### src/rtl/picosoc_timer.sv
// picosoc_timer: memory-mapped down-counting timer on the PicoSoC iomem bus.
// Decodes a 32-byte window at BASE_ADDR and drives a level IRQ output.
// Optional feature macro: PICOSOC_TIMER_PRESCALER_EN adds a 16-bit tick
// prescaler. Without it, PRESCALE reads 0 and the counter ticks every cycle
// while EN is set.
module picosoc_timer #(
  parameter logic [31:0] BASE_ADDR = 32'h0300_0000
) (
  input  logic        clk,
  input  logic        resetn,
  input  logic        iomem_valid,
  output logic        iomem_ready,
  input  logic [3:0]  iomem_wstrb,
  input  logic [31:0] iomem_addr,
  input  logic [31:0] iomem_wdata,
  output logic [31:0] iomem_rdata,
  output logic        irq
);

  localparam logic [2:0] OFF_CTRL     = 3'd0;
  localparam logic [2:0] OFF_PRESCALE = 3'd1;
  localparam logic [2:0] OFF_COUNT    = 3'd2;
  localparam logic [2:0] OFF_RELOAD   = 3'd3;
  localparam logic [2:0] OFF_STATUS   = 3'd4;

  logic        r_ready;
  logic [31:0] r_rdata;
  logic        r_irq;
  logic        r_en;
  logic        r_auto;
  logic        r_ie;
  logic        r_mf;
  logic [31:0] r_count;
  logic [31:0] r_reload;

  logic        w_sel;
  logic        w_acc;
  logic        w_wr;
  logic [2:0]  w_off;
  logic        w_wrCtrl;
  logic        w_wrCount;
  logic        w_wrReload;
  logic        w_clrMf;
  logic        w_tick;
  logic        w_match;
  logic [31:0] w_countNext;
  logic [31:0] w_rdMux;
  logic [31:0] w_prescaleRd;
  logic        w_unused;

  // Replace only the bytes whose strobe is set.
  function automatic logic [31:0] byteMerge(input logic [31:0] oldVal,
                                            input logic [31:0] newVal,
                                            input logic [3:0]  strb);
    logic [31:0] res;
    for (int i = 0; i < 4; i++) begin
      res[8*i +: 8] = strb[i] ? newVal[8*i +: 8] : oldVal[8*i +: 8];
    end
    return res;
  endfunction

  // An access is accepted only in the cycle before ready rises, so a held
  // valid never commits the same write twice.
  assign w_sel      = iomem_valid && (iomem_addr[31:5] == BASE_ADDR[31:5]);
  assign w_acc      = w_sel && !r_ready;
  assign w_wr       = w_acc && (iomem_wstrb != 4'b0000);
  assign w_off      = iomem_addr[4:2];
  assign w_wrCtrl   = w_wr && (w_off == OFF_CTRL) && iomem_wstrb[0];
  assign w_wrCount  = w_wr && (w_off == OFF_COUNT);
  assign w_wrReload = w_wr && (w_off == OFF_RELOAD);
  assign w_clrMf    = w_wr && (w_off == OFF_STATUS) && iomem_wstrb[0] && iomem_wdata[0];
  assign w_match    = w_tick && (r_count == 32'd0);
  assign w_unused   = &{1'b0, iomem_addr[1:0]};

`ifdef PICOSOC_TIMER_PRESCALER_EN
  logic [15:0] r_prescale;
  logic [15:0] r_pcnt;
  logic        w_wrPrescale;

  assign w_wrPrescale = w_wr && (w_off == OFF_PRESCALE);
  assign w_tick       = r_en && (r_pcnt == r_prescale);
  assign w_prescaleRd = {16'd0, r_prescale};

  // Prescaler: pcnt runs while enabled and restarts from 0 after each tick;
  // a PRESCALE write leaves pcnt alone, so it may wrap before matching.
  always_ff @(posedge clk or negedge resetn) begin
    if (!resetn) begin
      r_pcnt     <= 16'd0;
      r_prescale <= 16'd0;
    end else begin
      if (!r_en)       r_pcnt <= 16'd0;
      else if (w_tick) r_pcnt <= 16'd0;
      else             r_pcnt <= r_pcnt + 16'd1;
      if (w_wrPrescale && iomem_wstrb[0]) r_prescale[7:0]  <= iomem_wdata[7:0];
      if (w_wrPrescale && iomem_wstrb[1]) r_prescale[15:8] <= iomem_wdata[15:8];
    end
  end
`else
  assign w_tick       = r_en;
  assign w_prescaleRd = 32'd0;
`endif

  // Next COUNT: tick update first, then CPU-written bytes override it.
  always_comb begin
    w_countNext = r_count;
    if (w_tick) begin
      if (r_count != 32'd0) w_countNext = r_count - 32'd1;
      else if (r_auto)      w_countNext = r_reload;
    end
    if (w_wrCount) w_countNext = byteMerge(w_countNext, iomem_wdata, iomem_wstrb);
  end

  // Read mux over the register window; unmapped offsets read 0.
  always_comb begin
    w_rdMux = 32'd0;
    case (w_off)
      OFF_CTRL:     w_rdMux = {29'd0, r_ie, r_auto, r_en};
      OFF_PRESCALE: w_rdMux = w_prescaleRd;
      OFF_COUNT:    w_rdMux = r_count;
      OFF_RELOAD:   w_rdMux = r_reload;
      OFF_STATUS:   w_rdMux = {31'd0, r_mf};
      default:      w_rdMux = 32'd0;
    endcase
  end

  // Timer state: control bits, counter, reload and the sticky match flag.
  always_ff @(posedge clk or negedge resetn) begin
    if (!resetn) begin
      r_en     <= 1'b0;
      r_auto   <= 1'b0;
      r_ie     <= 1'b0;
      r_mf     <= 1'b0;
      r_count  <= 32'd0;
      r_reload <= 32'd0;
    end else begin
      r_count <= w_countNext;
      r_mf    <= w_match | (r_mf & ~w_clrMf);
      if (w_wrCtrl) begin
        r_en   <= iomem_wdata[0];
        r_auto <= iomem_wdata[1];
        r_ie   <= iomem_wdata[2];
      end else if (w_match && !r_auto) begin
        r_en <= 1'b0;
      end
      if (w_wrReload) r_reload <= byteMerge(r_reload, iomem_wdata, iomem_wstrb);
    end
  end

  // Bus response and interrupt are registered; rdata is 0 outside ready.
  always_ff @(posedge clk or negedge resetn) begin
    if (!resetn) begin
      r_ready <= 1'b0;
      r_rdata <= 32'd0;
      r_irq   <= 1'b0;
    end else begin
      r_ready <= w_acc;
      r_rdata <= w_acc ? w_rdMux : 32'd0;
      r_irq   <= r_mf & r_ie;
    end
  end

  assign iomem_ready = r_ready;
  assign iomem_rdata = r_rdata;
  assign irq         = r_irq;

endmodule

### config.mk
export PLATFORM = sky130hd
export DESIGN_NAME = picosoc_timer
export DESIGN_NICKNAME = d
export VERILOG_FILES = /design/src/rtl/picosoc_timer.sv
export SDC_FILE = /design/constraint.sdc
export NUM_CORES = 1
export LEC_CHECK = 0
export CORE_ASPECT_RATIO = 1.75
export CORE_MARGIN = 1
export CORE_UTILIZATION = 25
export CTS_CLUSTER_SIZE = 30
export DETAILED_ROUTE_END_ITERATION = 8
export MAX_ROUTING_LAYER = met4
export PLACE_DENSITY = 0.52
export SLEW_MARGIN = 20
export SYNTH_ARGS = -nofsm -noshare
export SYNTH_HDL_FRONTEND = slang
export SYNTH_SLANG_ARGS = --single-unit
### constraint.sdc
create_clock -name clk -period 2.8 [get_ports clk]
set_input_delay 0.84 -clock clk [delete_from_list [all_inputs] [get_ports clk]]
set_output_delay 0.84 -clock clk [all_outputs]
set_load 0.05 [all_outputs]
**Yosys cells after proc, flatten, opt, wreduce, memory -nomap -nowiden**

Cells that the tools add are included.

- Bits of input ports: 71
- Logic and storage cells: 56
- Output and inout port bits: 34
- Bits in registers: 102

- Reductions and logical operators: 23
- Bitwise logic cells: 4
- Add/subtract/negate cells: 1
- Eq/ne operators: 4
- Mux-type cells: 12

Operators by type and width:

| cell | number |
|---|---|
| 32-bit two-way mux | 5 |
| 32-bit case mux with 4 select lines | 1 |
| 32-bit zero test | 1 |
| 8-bit two-way mux | 4 |
| 32-bit nonzero test | 1 |
| 32-bit by 1-bit subtractor with 32-bit output, second input constant | 1 |
| 27-bit by 21-bit equality test with 1-bit output, second input constant | 1 |
| 1-bit logical AND | 12 |
| 2-bit AND reduction | 4 |
| 3-bit by 2-bit equality test with 1-bit output, second input constant | 2 |
| 4-bit nonzero test | 1 |
| 3-bit equality test, second input constant | 1 |
| 3-bit zero test | 1 |
| 1-bit AND | 2 |
| 1-bit zero test | 2 |
| 1-bit two-way mux | 2 |
| 2-bit nonzero test | 1 |
| 1-bit inverter | 1 |
| 1-bit bitwise OR | 1 |

**Logic depth before layout (Yosys ltp)**

Gate-level depths: netlist (run 1).

- Word-level depth: 10
- Gate-level depth with buffers: 10
- Mapped depth without buffers: 8

**Worst setup path after synthesis (run 1)**

Ideal clock, no wire load.

- Path kind: input port to flip-flop
- Start: input iomem_addr[13]
- End: register r_count[16]
- Data arrival time: 2.533 ns
- Setup time: 0.125 ns
- Data required time: 2.675 ns
- Cell stages on the path: 6
- Setup slack: 0.142 ns
- Buffers on the path: 1
- Cell sequence: nor4_1 > nand4_1 > nor3_1 > clkbuf_1 > nand3_1 > mux2_2

- Cells in the longest elaborated chain, start to end: 6

Ends and longest elaborated chain:

| item | line | text |
|---|---|---|
| start, declared | 14 | `input logic [31:0] iomem_addr,` |
| 27-bit by 21-bit equality test with 1-bit output | 64 | `assign w_sel = iomem_valid && (iomem_addr[31:5] == BASE_ADDR[31:5]);` |
| 1-bit logical AND | 64 |  |
| 1-bit logical AND | 65 | `assign w_acc = w_sel && !r_ready;` |
| via w_acc | 37 | `logic w_acc;` |
| 1-bit logical AND | 66 | `assign w_wr = w_acc && (iomem_wstrb != 4'b0000);` |
| 1-bit logical AND | 69 | `assign w_wrCount = w_wr && (w_off == OFF_COUNT);` |
| 32-bit two-way mux | 110 | `if (w_wrCount) w_countNext = byteMerge(w_countNext, iomem_wdata, iomem_wstrb);` |
| via w_countNext[16] | 46 | `logic [31:0] w_countNext;` |
| end signal, assigned | 136 | `r_count <= w_countNext;` |
| end, declared | 33 | `logic [31:0] r_count;` |

The timed path passes the listed nets, and every way through them passes these cells.
A chain may end at the register's enable or synchronous reset.

**Final worst setup path (run 1)**

- Start: register r_count[12]
- End: register r_count[22]

- Cells in the longest elaborated chain, start to end: 5
- Elaborated cells between the ends (all ways): 6
- Those cells by class: 1 x add/sub; 4 x mux; 1 x reduce/logical

Ends and longest elaborated chain:

| item | line | text |
|---|---|---|
| 32-bit by 1-bit subtractor with 32-bit output or 32-bit nonzero test (tied branches) | 107 | `if (r_count != 32'd0) w_countNext = r_count - 32'd1;` |
| 32-bit two-way mux (*) | 107 |  |
| 32-bit two-way mux (*) | 106 | `if (w_tick) begin` |
| 8-bit two-way mux | 57 | `res[8*i +: 8] = strb[i] ? newVal[8*i +: 8] : oldVal[8*i +: 8];` |
| 32-bit two-way mux (*) | 110 |  |
| via w_countNext[22] | 46 |  |

The timed path passes the listed nets; every way through them passes the cells marked *.

==> results.md, run 1 <==
* Combinational family with the most area after synthesis: simple AND/OR/NAND/NOR gates
* Number of port buffers at around 100
* Placed wire-length estimate after detailed placement at around 15000 microns
* Clock Path Buffers at 2
* Unrepaired setup endpoints after global routing: no
* Post-synthesis cell type count at about 60
* Root Driver: clkbuf_16
* Grt ovf at 0
* Initial antenna violation count at 0
* Pin count of the biggest net entering global routing at between 50 and 60
* R2r setup slk at 0.15 ns
* Setup Viol. Count Final at 0
* Final-report max-slew violation count at 0
* Total DRC errors in the routed layout at 0
* Max rail drop VDD at 250 uV
* Pre-antenna DRT Iters at 4
* Sw frac at a little over a fifth
* Post-Synth Adder-Cell Area at less than 1%
* Crit Reg-Reg Startpoint: r_count[12]$_DFF_PN0_
* Clock insertion delay at the later pin of the skew report at 0.36 ns
* Maxcap violations at 0
* Cell internal pwr at approximately 2.3 mW
* Ratio of cells with drive above 1 in the final layout at 21.0%
* Vias in the first global route at 5542
* Sequential share of the synthesized area at 46.3%
* Launching element of the worst setup path: r_count[12]$_DFF_PN0_
* Number of violations reported at the end of detailed-routing iteration 0 at roughly 270
* Ant diodes at 0
* Area overhead of the layout relative to synthesis at 41.5%
* Gpl congestion at ~0.88
* Post-cts hold buffer count at 0
* Type of origin of the critical path: flip-flop
* Floorplan core area at 21600 sq um
* Synthesized instance count at roughly 590
* Commonest non-fill, non-tap cells in the layout: dfrtp_1, clkdlybuf4s50_1, buf_4, nor2_1, nand2_1
* Final hold violations at 0
* Cell area after technology mapping at approximately 5500 sq um
* Worst EP required at 3.04 ns
* Slew at the pin closest to its max-slew limit at 0.617 ns
* Complex-gate fraction of the synthesized area at between 15 and 20%
* Chip height at ~200 microns
* Clk pwr share at around 43%
* Worst reg2reg path depth at 8
* Leakage power of the design at approximately 3.2 nW
* Main flop type after synthesis: dfrtp_1
* DIE AREA at ~23000 sq um
* Post-Synth XOR/XNOR Area at less than 1%
* P_sw at 0.622 mW
* CTS tree: built
* Maximum fanout along the worst path at 8
* Area fraction in and, or, nand and nor cells after synthesis at between 20% and 30%
* Post-layout util at a little over a third
* Post-synthesis sequential element count at ~100
* Number of H-tree branching levels at 3
* Width of the chip at 114 microns
* Avg WL per Cell at between 15 and 20 microns
* Number of placed I/O pins at around 110
* Biggest area contributors in the synthesized netlist: dfrtp_1, mux2_2, nor2_1
* Normalized max-slew margin at between 50 and 60%
* First-pass GRT wire length at 29900 microns
* Share of power burned in registers at 50.5%
* Warnings, synthesis at 0
* Post-synth top area share at a little under half
* Data arrival time of the critical path at about 2.9 ns
* Post-Syn Area per Cell at approximately 9.4 sq um
* Leading cell type in the layout, fill and taps excluded: dfrtp_1
* Overall fraction of global-route tracks in use at roughly 18%
* Period minus WS final at between 2 and 3 ns
* Yosys top cell by area: dfrtp_1
* Synthesized netlist net count at approximately 660
* Max Clock Skew at 0.00870 ns
* Post-layout power at roughly 2.9 mW
* Share of async-settable or async-resettable flops after synthesis at 100%
* CTS buffer count at 9
* Mux contribution to synthesized area at 9.06%
* Number of vias in the routed layout at between 5000 and 6000
* Fmax at 378 MHz
* Clock transition at the registers of the reported paths at ~0.070 ns
* Number of placement rows at 71
* Worst Setup EP: r_count[22]$_DFF_PN0_
* DRT antenna net count at 0
* Kind of end point of the critical path: flip-flop
* Status: complete, no violations
* Endpoint of the worst register-to-register path: r_count[22]$_DFF_PN0_
* Per-cell via count in the routed design at around 5
* Portion of the clock cycle consumed by the worst path in the final layout at a little over nine tenths
* # nets final at around 800
* Number of enable-type register cells in the synthesized netlist at 0
* Pwr dens at about 370 nW/um^2
* Final routed wirelength across all metal layers at between 15000 and 20000 microns
* WS Path Type: flip-flop to flip-flop
* # clock sinks at between 100 and 150
* Min-Delay Path Class: primary input to async pin
* Sum of negative setup slack at 0 ns
* Combinational cell fraction of total power at roughly 6.5%
* Initial Utilization at between 20% and 30%
-- worst max-delay path, stage by stage, from the launching register on --
cell      delay [ns]
dfrtp_1         0.37
buf_4           0.16
nor3_1          0.53
nand3_1         0.28
nor4_2          0.53
buf_4           0.24
nor2_1          0.05
a221oi_1        0.24
o21ai_0         0.12
-- cells by family after synthesis --
kind of cell / count (synthesis)
and+or+nand+nor: 242
buffers and inverters: 59
muxes: 45
xor gates and xnor gates: 2
AOI/OAI and AO/OA: 133
adders and majority gates: 2
DFF: 102
-- registers in the layout (all words and copies together), names as in the netlist --
name         flops
irq              1
r_en             1
r_auto           1
iomem_ready      1
r_mf             1
r_reload        32
r_count         32
iomem_rdata     32
r_ie             1
-- per-stage QoR --
step | instance area, sq um | hold slack, ns | setup WS, ns | std cells
5_1_grt | 7800 | 0.411 | 0.0165 | 1035
6_report | 7800 | 0.390 | 0.152 | 1035
4_1_cts | 7780 | 0.399 | 0.119 | 1035
3_3_place_gp | 7500 | 0.510 | -0.240 | 1020
2_1_floorplan | 5510 | 0.471 | 0.142 | 585
3_5_place_dp | 7500 | 0.508 | -0.243 | 1020
-- how the worst min path moves through the flow --
stage | to | slack (ns) | cells after the start
6_report | iomem_rdata[8]$_DFF_PN0_ | 0.39 | 1
5_1_grt | r_reload[10]$_DFFE_PN0P_ | 0.41 | 1
4_1_cts | iomem_rdata[8]$_DFF_PN0_ | 0.40 | 1
3_5_place_dp | r_mf$_DFF_PN0_ | 0.51 | 1
3_3_place_gp | r_reload[4]$_DFFE_PN0P_ | 0.51 | 1
2_1_floorplan | irq$_DFF_PN0_ | 0.47 | 1
-- cell type report --
type	instances	area, sq um
sequential	102	2550
multi-input combinational	424	2750
tap	292	365
clock inverter	1	30.0
clock buffer	14	254
inverter	10	37.5
fill	2201	13800
timing repair buffer	192	1810
-- Yosys cell counts (all sizes together) (5+ instances only) --
cell type,n
or3,6
mux2,39
buf,7
nand3,28
and3,13
nand4,12
a22oi,32
dfrtp,102
nor3,23
a22o,6
mux2i,6
nor4,20
o21ai,28
nor4b,7
o31ai,5
inv,9
clkbuf,42
nor2,67
nor2b,5
a21oi,7
nand2,45
a31oi,12
-- what timing repair did --
| action | in CTS | in global routing |
|---|---|---|
| hold endpoints to repair | 0 | 0 |
| buffers inserted | 0 | 0 |
| resized for setup | 0 | 3 |
| endpoints found under the setup margin | 0 | 18 |
-- power by group through the flow --
stage	clock network [mW]	registers, mW	logic [mW]
after floorplan	0	1.50	0.0259
after global placement	0	1.50	0.192
after detailed placement	0	1.50	0.193
after CTS	1.29	1.47	0.194
after global routing	1.33	1.47	0.206
final	1.26	1.47	0.189
-- per-layer routing --
metal	routed length (microns)	vias up	global-route usage [%]
met5	0	-	-
li1	-	2491	-
met2	10700	162	32.9
met1	6940	2557	18.2
met3	619	57	2.13
met4	998	0	11.4
(Power assumes the default switching activity.)
==> run 2, diff against run 1 <==
==> constraint.sdc (replaced) <==
create_clock -name clk -period 2.8 [get_ports clk]
set_input_delay 0.56 -clock clk [delete_from_list [all_inputs] [get_ports clk]]
set_output_delay 0.56 -clock clk [all_outputs]
set_load 0.05 [all_outputs]
==> results.md, run 2 (synthesized netlist as in run 1, its figures left out) <==
* Status: complete, no violations
* Number of standard cells in the layout, taps in and fillers out at roughly 1000
* Launching element of the worst setup path: r_count[2]$_DFF_PN0_
* Initial antenna violation count at 0
* Slew at the pin closest to its max-slew limit at 0.609 ns
* CTS tree: built
* Number of port buffers at just over 100
* Avg WL per Cell at ~19 microns
* Post-cts hold buffer count at 0
* Max rail drop VDD at roughly 270 uV
* Width of the chip at 114 microns
* Final-report max-slew violation count at 0
* Ant diodes at 0
* Ratio of cells with drive above 1 in the final layout at 19.8%
* Area of combinational cells with multiple inputs at between 2000 and 3000 sq um
* Chip height at between 150 and 200 microns
* Crit Reg-Reg Startpoint: r_count[2]$_DFF_PN0_
* Clock transition at the registers of the reported paths at about 0.07 ns
* WS Path Type: flip-flop to flip-flop
* Leakage power of the design at 3.12 nW
* Period minus WS final at roughly 2.5 ns
* Normalized max-slew margin at 59.4%
* Met3 track demand over resource at 1.92%
* Grt ovf at 0
* Root Driver: clkbuf_16
* Post-placement cell count at 1008
* Number of violations reported at the end of detailed-routing iteration 0 at 229
* Initial Utilization at roughly a quarter
* Final routed wirelength across all metal layers at around 19000 microns
* Total DRC errors in the routed layout at 0
* Data arrival time of the critical path at ~2.8 ns
* Portion of the clock cycle consumed by the worst path in the final layout at about nine tenths
* # clock sinks at between 100 and 150
* First-pass GRT wire length at 30000 microns
* Clock Path Buffers at 2
* Floorplan core area at about 22000 sq um
* Post-layout util at a little over a third
* Area overhead of the layout relative to synthesis at 39.0%
* Max Clock Skew at 0.0118 ns
* Slack of the critical path at about 0.27 ns
* Setup Viol. Count Final at 0
* Placement-stage cell area at ~7400 sq um
* Sum of negative setup slack at 0 ns
* Per-cell via count in the routed design at roughly 5.1
* Type of origin of the critical path: flip-flop
* Fraction of met2 tracks used by global routing at about 34%
* # nets final at 800
* Gr busiest metal: met2
* Fraction of met1 tracks used by global routing at a little under a fifth
* Placed wire-length estimate after detailed placement at approximately 15000 microns
* Worst EP required at around 3.1 ns
* Dpl ws at -0.0617 ns
* Fmax at 395 MHz
* Unrepaired setup endpoints after global routing: no
* Maxcap violations at 0
* Gpl congestion at slightly below 0.9
* Pin count of the biggest net entering global routing at 56
* Final hold violations at 0
* Overall fraction of global-route tracks in use at between 10% and 20%
* Finished Cell Area at 7660 sq um
* Maximum fanout along the worst path at 8
* Number of placement rows at between 70 and 80
* Setup fix buffers added after clock tree synthesis at 0
* Number of H-tree branching levels at 3
* Commonest non-fill, non-tap cells in the layout: dfrtp_1, clkdlybuf4s50_1, buf_4, nor2_1, nand2_1
* Number of vias in the routed layout at ~5200
* Count of fill cells added during filler insertion at 2233
* Clock insertion delay at the later pin of the skew report at approximately 0.36 ns
* Pwr dens at about 370 nW/um^2
* Vias in the first global route at around 5500
* Number of placed I/O pins at 105
* CTS buffer count at 9
* Leading cell type in the layout, fill and taps excluded: dfrtp_1
* DRT antenna net count at 0
* Pre-antenna DRT Iters at 5
* DIE AREA at 22700 sq um
* Min-Delay Path Class: primary input to async pin
* Kind of end point of the critical path: flip-flop
* Flip-flop and latch area at approximately 2600 sq um
==> run 2: changes by cell type in the layout (fill, tap and decap cells not counted), moves of 2 or more <==
cell | previous run | this run
buf_12 | 9 | 7
clkinv_2 | 0 | 3
clkbuf_1 | 4 | 2
buf_4 | 82 | 72
==> run 2: worst paths after layout <==
kind	slack, ns	depth (start not counted)	end
worst max-delay path	0.27	6	r_count[27]$_DFF_PN0_
worst min-delay path	0.08	1	iomem_rdata[9]$_DFF_PN0_
worst max register to register	0.27	6	r_count[27]$_DFF_PN0_
worst min register to register	0.53	1	irq$_DFF_PN0_
max in group asynchronous	2.03	2	iomem_ready$_DFF_PN0_
min in group clk	0.53	1	irq$_DFF_PN0_
==> run 2: timing repair <==
item | in CTS | in global routing
endpoints found under the setup margin | 0 | 1
endpoints found under the hold margin | 0 | 0
resized for setup | 0 | 1
==> run 2: layout make-up <==
type	count	area share, %
repair buffers	180	22.1
clock buffers	12	3.22
well taps	292	4.77
clock inverters	4	0.294
multi-input cells	424	35.8
inverters	10	0.490
flip-flops and latches	102	33.3
==> run 2: where the power goes <==
| part | leakage [nW] | internal (mW) | switching (mW) |
|---|---|---|---|
| Combinational | 1.63 | 0.102 | 0.0819 |
| Clock | 0.132 | 0.624 | 0.563 |
| Sequential | 1.36 | 1.47 | 0.0000252 |
==> run 2: stage by stage <==
step,hold WS (ns),power (mW)
4_1_cts,0.0802,2.88
2_1_floorplan,0.264,1.53
6_report,0.0756,2.84
3_5_place_dp,0.460,1.69
3_3_place_gp,0.458,1.69
5_1_grt,0.0909,2.94
==> run 2: routing by layer <==
layer | share of wire (%) | wire [microns] | vias to the layer above
met5 | 0 | 0 | -
met4 | 4.1 | 794 | 0
met3 | 3.2 | 626 | 39
met2 | 56 | 10900 | 147
met1 | 36 | 7060 | 2548
li1 | - | - | 2462
==> run 2: worst max-delay path, cell delays in order, from the launching register on <==
cell and delay (ns):
dfrtp_1 0.48, or4_1 0.60, or4_4 0.52, nor2_2 0.31
a311o_1 0.22, nand4_1 0.11, a31oi_1 0.20
==> run 3, diff against run 2 <==
--- a/config.mk
+++ b/config.mk
@@ -7,11 +7,11 @@
 export LEC_CHECK = 0
 export CORE_ASPECT_RATIO = 1.75
 export CORE_MARGIN = 1
-export CORE_UTILIZATION = 25
+export CORE_UTILIZATION = 53
 export CTS_CLUSTER_SIZE = 30
 export DETAILED_ROUTE_END_ITERATION = 8
 export MAX_ROUTING_LAYER = met4
-export PLACE_DENSITY = 0.52
+export PLACE_DENSITY = 0.89
 export SLEW_MARGIN = 20
 export SYNTH_ARGS = -nofsm -noshare
 export SYNTH_HDL_FRONTEND = slang
==> results.md, run 3 (synthesized netlist as in run 1, its figures left out) <==
* Unrepaired setup endpoints after global routing: no
* Final hold violations at 0
* Gpl congestion at between 1 and 1.5
* Number of placed I/O pins at between 100 and 150
* Count of fill cells added during filler insertion at roughly 740
* Avg WL per Cell at around 20 microns
* Portion of the clock cycle consumed by the worst path in the final layout at between 90% and 100%
* Slowest cell on the critical path: nor4_1
* Clock insertion delay at the later pin of the skew report at 0.35 ns
* Final-report max-slew violation count at 0
* Period minus WS final at around 2.7 ns
* Ratio of cells with drive above 1 in the final layout at between 10% and 20%
* Number of placement rows at 48
* Post-placement cell count at a little over 800
* WS Path Type: flip-flop to flip-flop
* Overall fraction of global-route tracks in use at between 30 and 40%
* Vias in the first global route at ~5600
* Slowest Stage Delay on Critical Path at between 0.6 and 0.7 ns
* CTS tree: built
* Width of the chip at 79.1 microns
* Clock transition at the registers of the reported paths at around 0.07 ns
* Max Clock Skew at roughly 0.0056 ns
* DRT antenna net count at 0
* Number of buffer and inverter stages on the critical path at 3
* Number of vias in the routed layout at around 5400
* Grt ovf at 0
* Maxcap violations at 0
* Ant diodes at 0
* Pre-antenna DRT Iters at 5
* Initial antenna violation count at 0
* Area overhead of the layout relative to synthesis at 32.6%
* Placement-stage cell area at approximately 7000 sq um
* # clock sinks at 102
* Setup Viol. Count Final at 0
* Worst-path cell chain: nor4_1 -> nand4_1 -> buf_4 -> buf_4 -> nor2_1 -> buf_4 -> nor2_1 -> a32o_1 -> o21ai_0
* Data arrival time of the critical path at 2.99 ns
* Fmax at 368 MHz
* Leading cell type in the layout, fill and taps excluded: dfrtp_1
* Leakage power of the design at slightly above 3 nW
* Type of origin of the critical path: flip-flop
* Pwr dens at between 400 and 500 nW/um^2
* Finished Cell Area at about 7300 sq um
* Number of H-tree branching levels at 3
* Most common cell type on the critical path: buf_4
* Chip height at ~140 microns
* Worst reg2reg path depth at 9
* Clock Path Buffers at 2
* Max rail drop VDD at between 300 and 400 uV
* Post-cts hold buffer count at 0
* CTS buffer count at 9
* R2r setup slk at 0.08 ns
* Status: complete, no violations
* Floorplan core area at between 9000 and 10000 sq um
* Normalized max-slew margin at approximately 50%
* Initial Utilization at between 50% and 60%
* DIE AREA at between 10000 and 15000 sq um
* First-pass GRT wire length at 27200 microns
* Root Driver: clkbuf_16
* Final routed wirelength across all metal layers at between 15000 and 20000 microns
* Pin count of the biggest net entering global routing at 48
* Number of port buffers at slightly above 100
* Number of violations reported at the end of detailed-routing iteration 0 at 458
* Kind of cell adding the most delay to the critical path: simple AND/OR/NAND/NOR gates
* Per-cell via count in the routed design at 6.49
* Maximum fanout along the worst path at 10
* Worst EP required at between 3 and 4 ns
* Slew at the pin closest to its max-slew limit at 0.742 ns
* Crit Reg-Reg Startpoint: r_count[12]$_DFF_PN0_
* Min-Delay Path Class: primary input to async pin
* Kind of end point of the critical path: flip-flop
* Placed wire-length estimate after detailed placement at 12800 microns
* Number of standard cells in the layout, taps in and fillers out at about 840
* Commonest non-fill, non-tap cells in the layout: dfrtp_1, clkdlybuf4s50_1, nor2_1, buf_4, nand2_1
* Total DRC errors in the routed layout at 0
* Endpoint of the worst register-to-register path: r_count[24]$_DFF_PN0_
* # nets final at approximately 780
## run 3: changes by cell type in the layout (fill, tap and decap cells not counted), sizes merged
cell    delta
buf       -17
clkinv     -3
inv        +2
bufinv     +1
clkbuf     -1
## run 3: routing by layer
layer / up-vias / global-route usage [%] / wire (microns)
met1: 2639 / 34.9 / 6010
met3: 80 / 4.40 / 1050
met4: 0 / 20.9 / 907
li1: 2424 / - / -
met2: 300 / 60.6 / 9310
met5: - / - / 0
## run 3: cell type report
cell class,instances,area (sq um),share of cell area [%]
clock buffers,11,243,3.32
clock inverters,4,55.1,0.753
inverters,10,37.5,0.514
multi-input cells,424,2740,37.5
flip-flops and latches,102,2550,34.9
well taps,125,156,2.14
repair buffers,163,1530,20.9
## run 3: worst max path at each step
stage	slack, ns	cells after the start	end	from
after global routing	0.0005	11	r_count[24]$_DFF_PN0_	r_count[0]$_DFF_PN0_
after global placement	0.05	8	r_ie$_DFFE_PN0P_	iomem_addr[9]
after detailed placement	-0.005	8	r_en$_DFFE_PN0P_	iomem_addr[9]
final	0.08	9	r_count[24]$_DFF_PN0_	r_count[12]$_DFF_PN0_
after floorplan	0.34	8	r_count[24]$_DFF_PN0_	r_count[0]$_DFF_PN0_
after CTS	0.16	7	r_count[17]$_DFF_PN0_	r_count[12]$_DFF_PN0_
## run 3: stage by stage
stage / setup WS (ns) / util (%) / setup TNS (ns) / power (mW) / hold slack (ns)
floorplan: 0.344 / - / 0 / 1.53 / 0.264
global placement: 0.0457 / 70.3 / 0 / 1.68 / 0.507
detailed placement: -0.00470 / 70.3 / -0.00516 / 1.68 / 0.514
CTS: 0.163 / 73.3 / 0 / 2.94 / 0.160
global route: 0.000529 / 73.3 / 0 / 3.00 / 0.184
finish: 0.0803 / 73.3 / 0 / 2.93 / 0.149
## run 3: repair_timing
action                     CTS  global route
setup buffers                0             0
gates resized for setup      0             1
setup endpoints to repair    0             2
## run 3: power by group
part,switching [mW],internal (mW),leakage [nW]
clock,0.552,0.719,0.143
combinational,0.0785,0.103,1.53
sequential,0.0000328,1.47,1.36
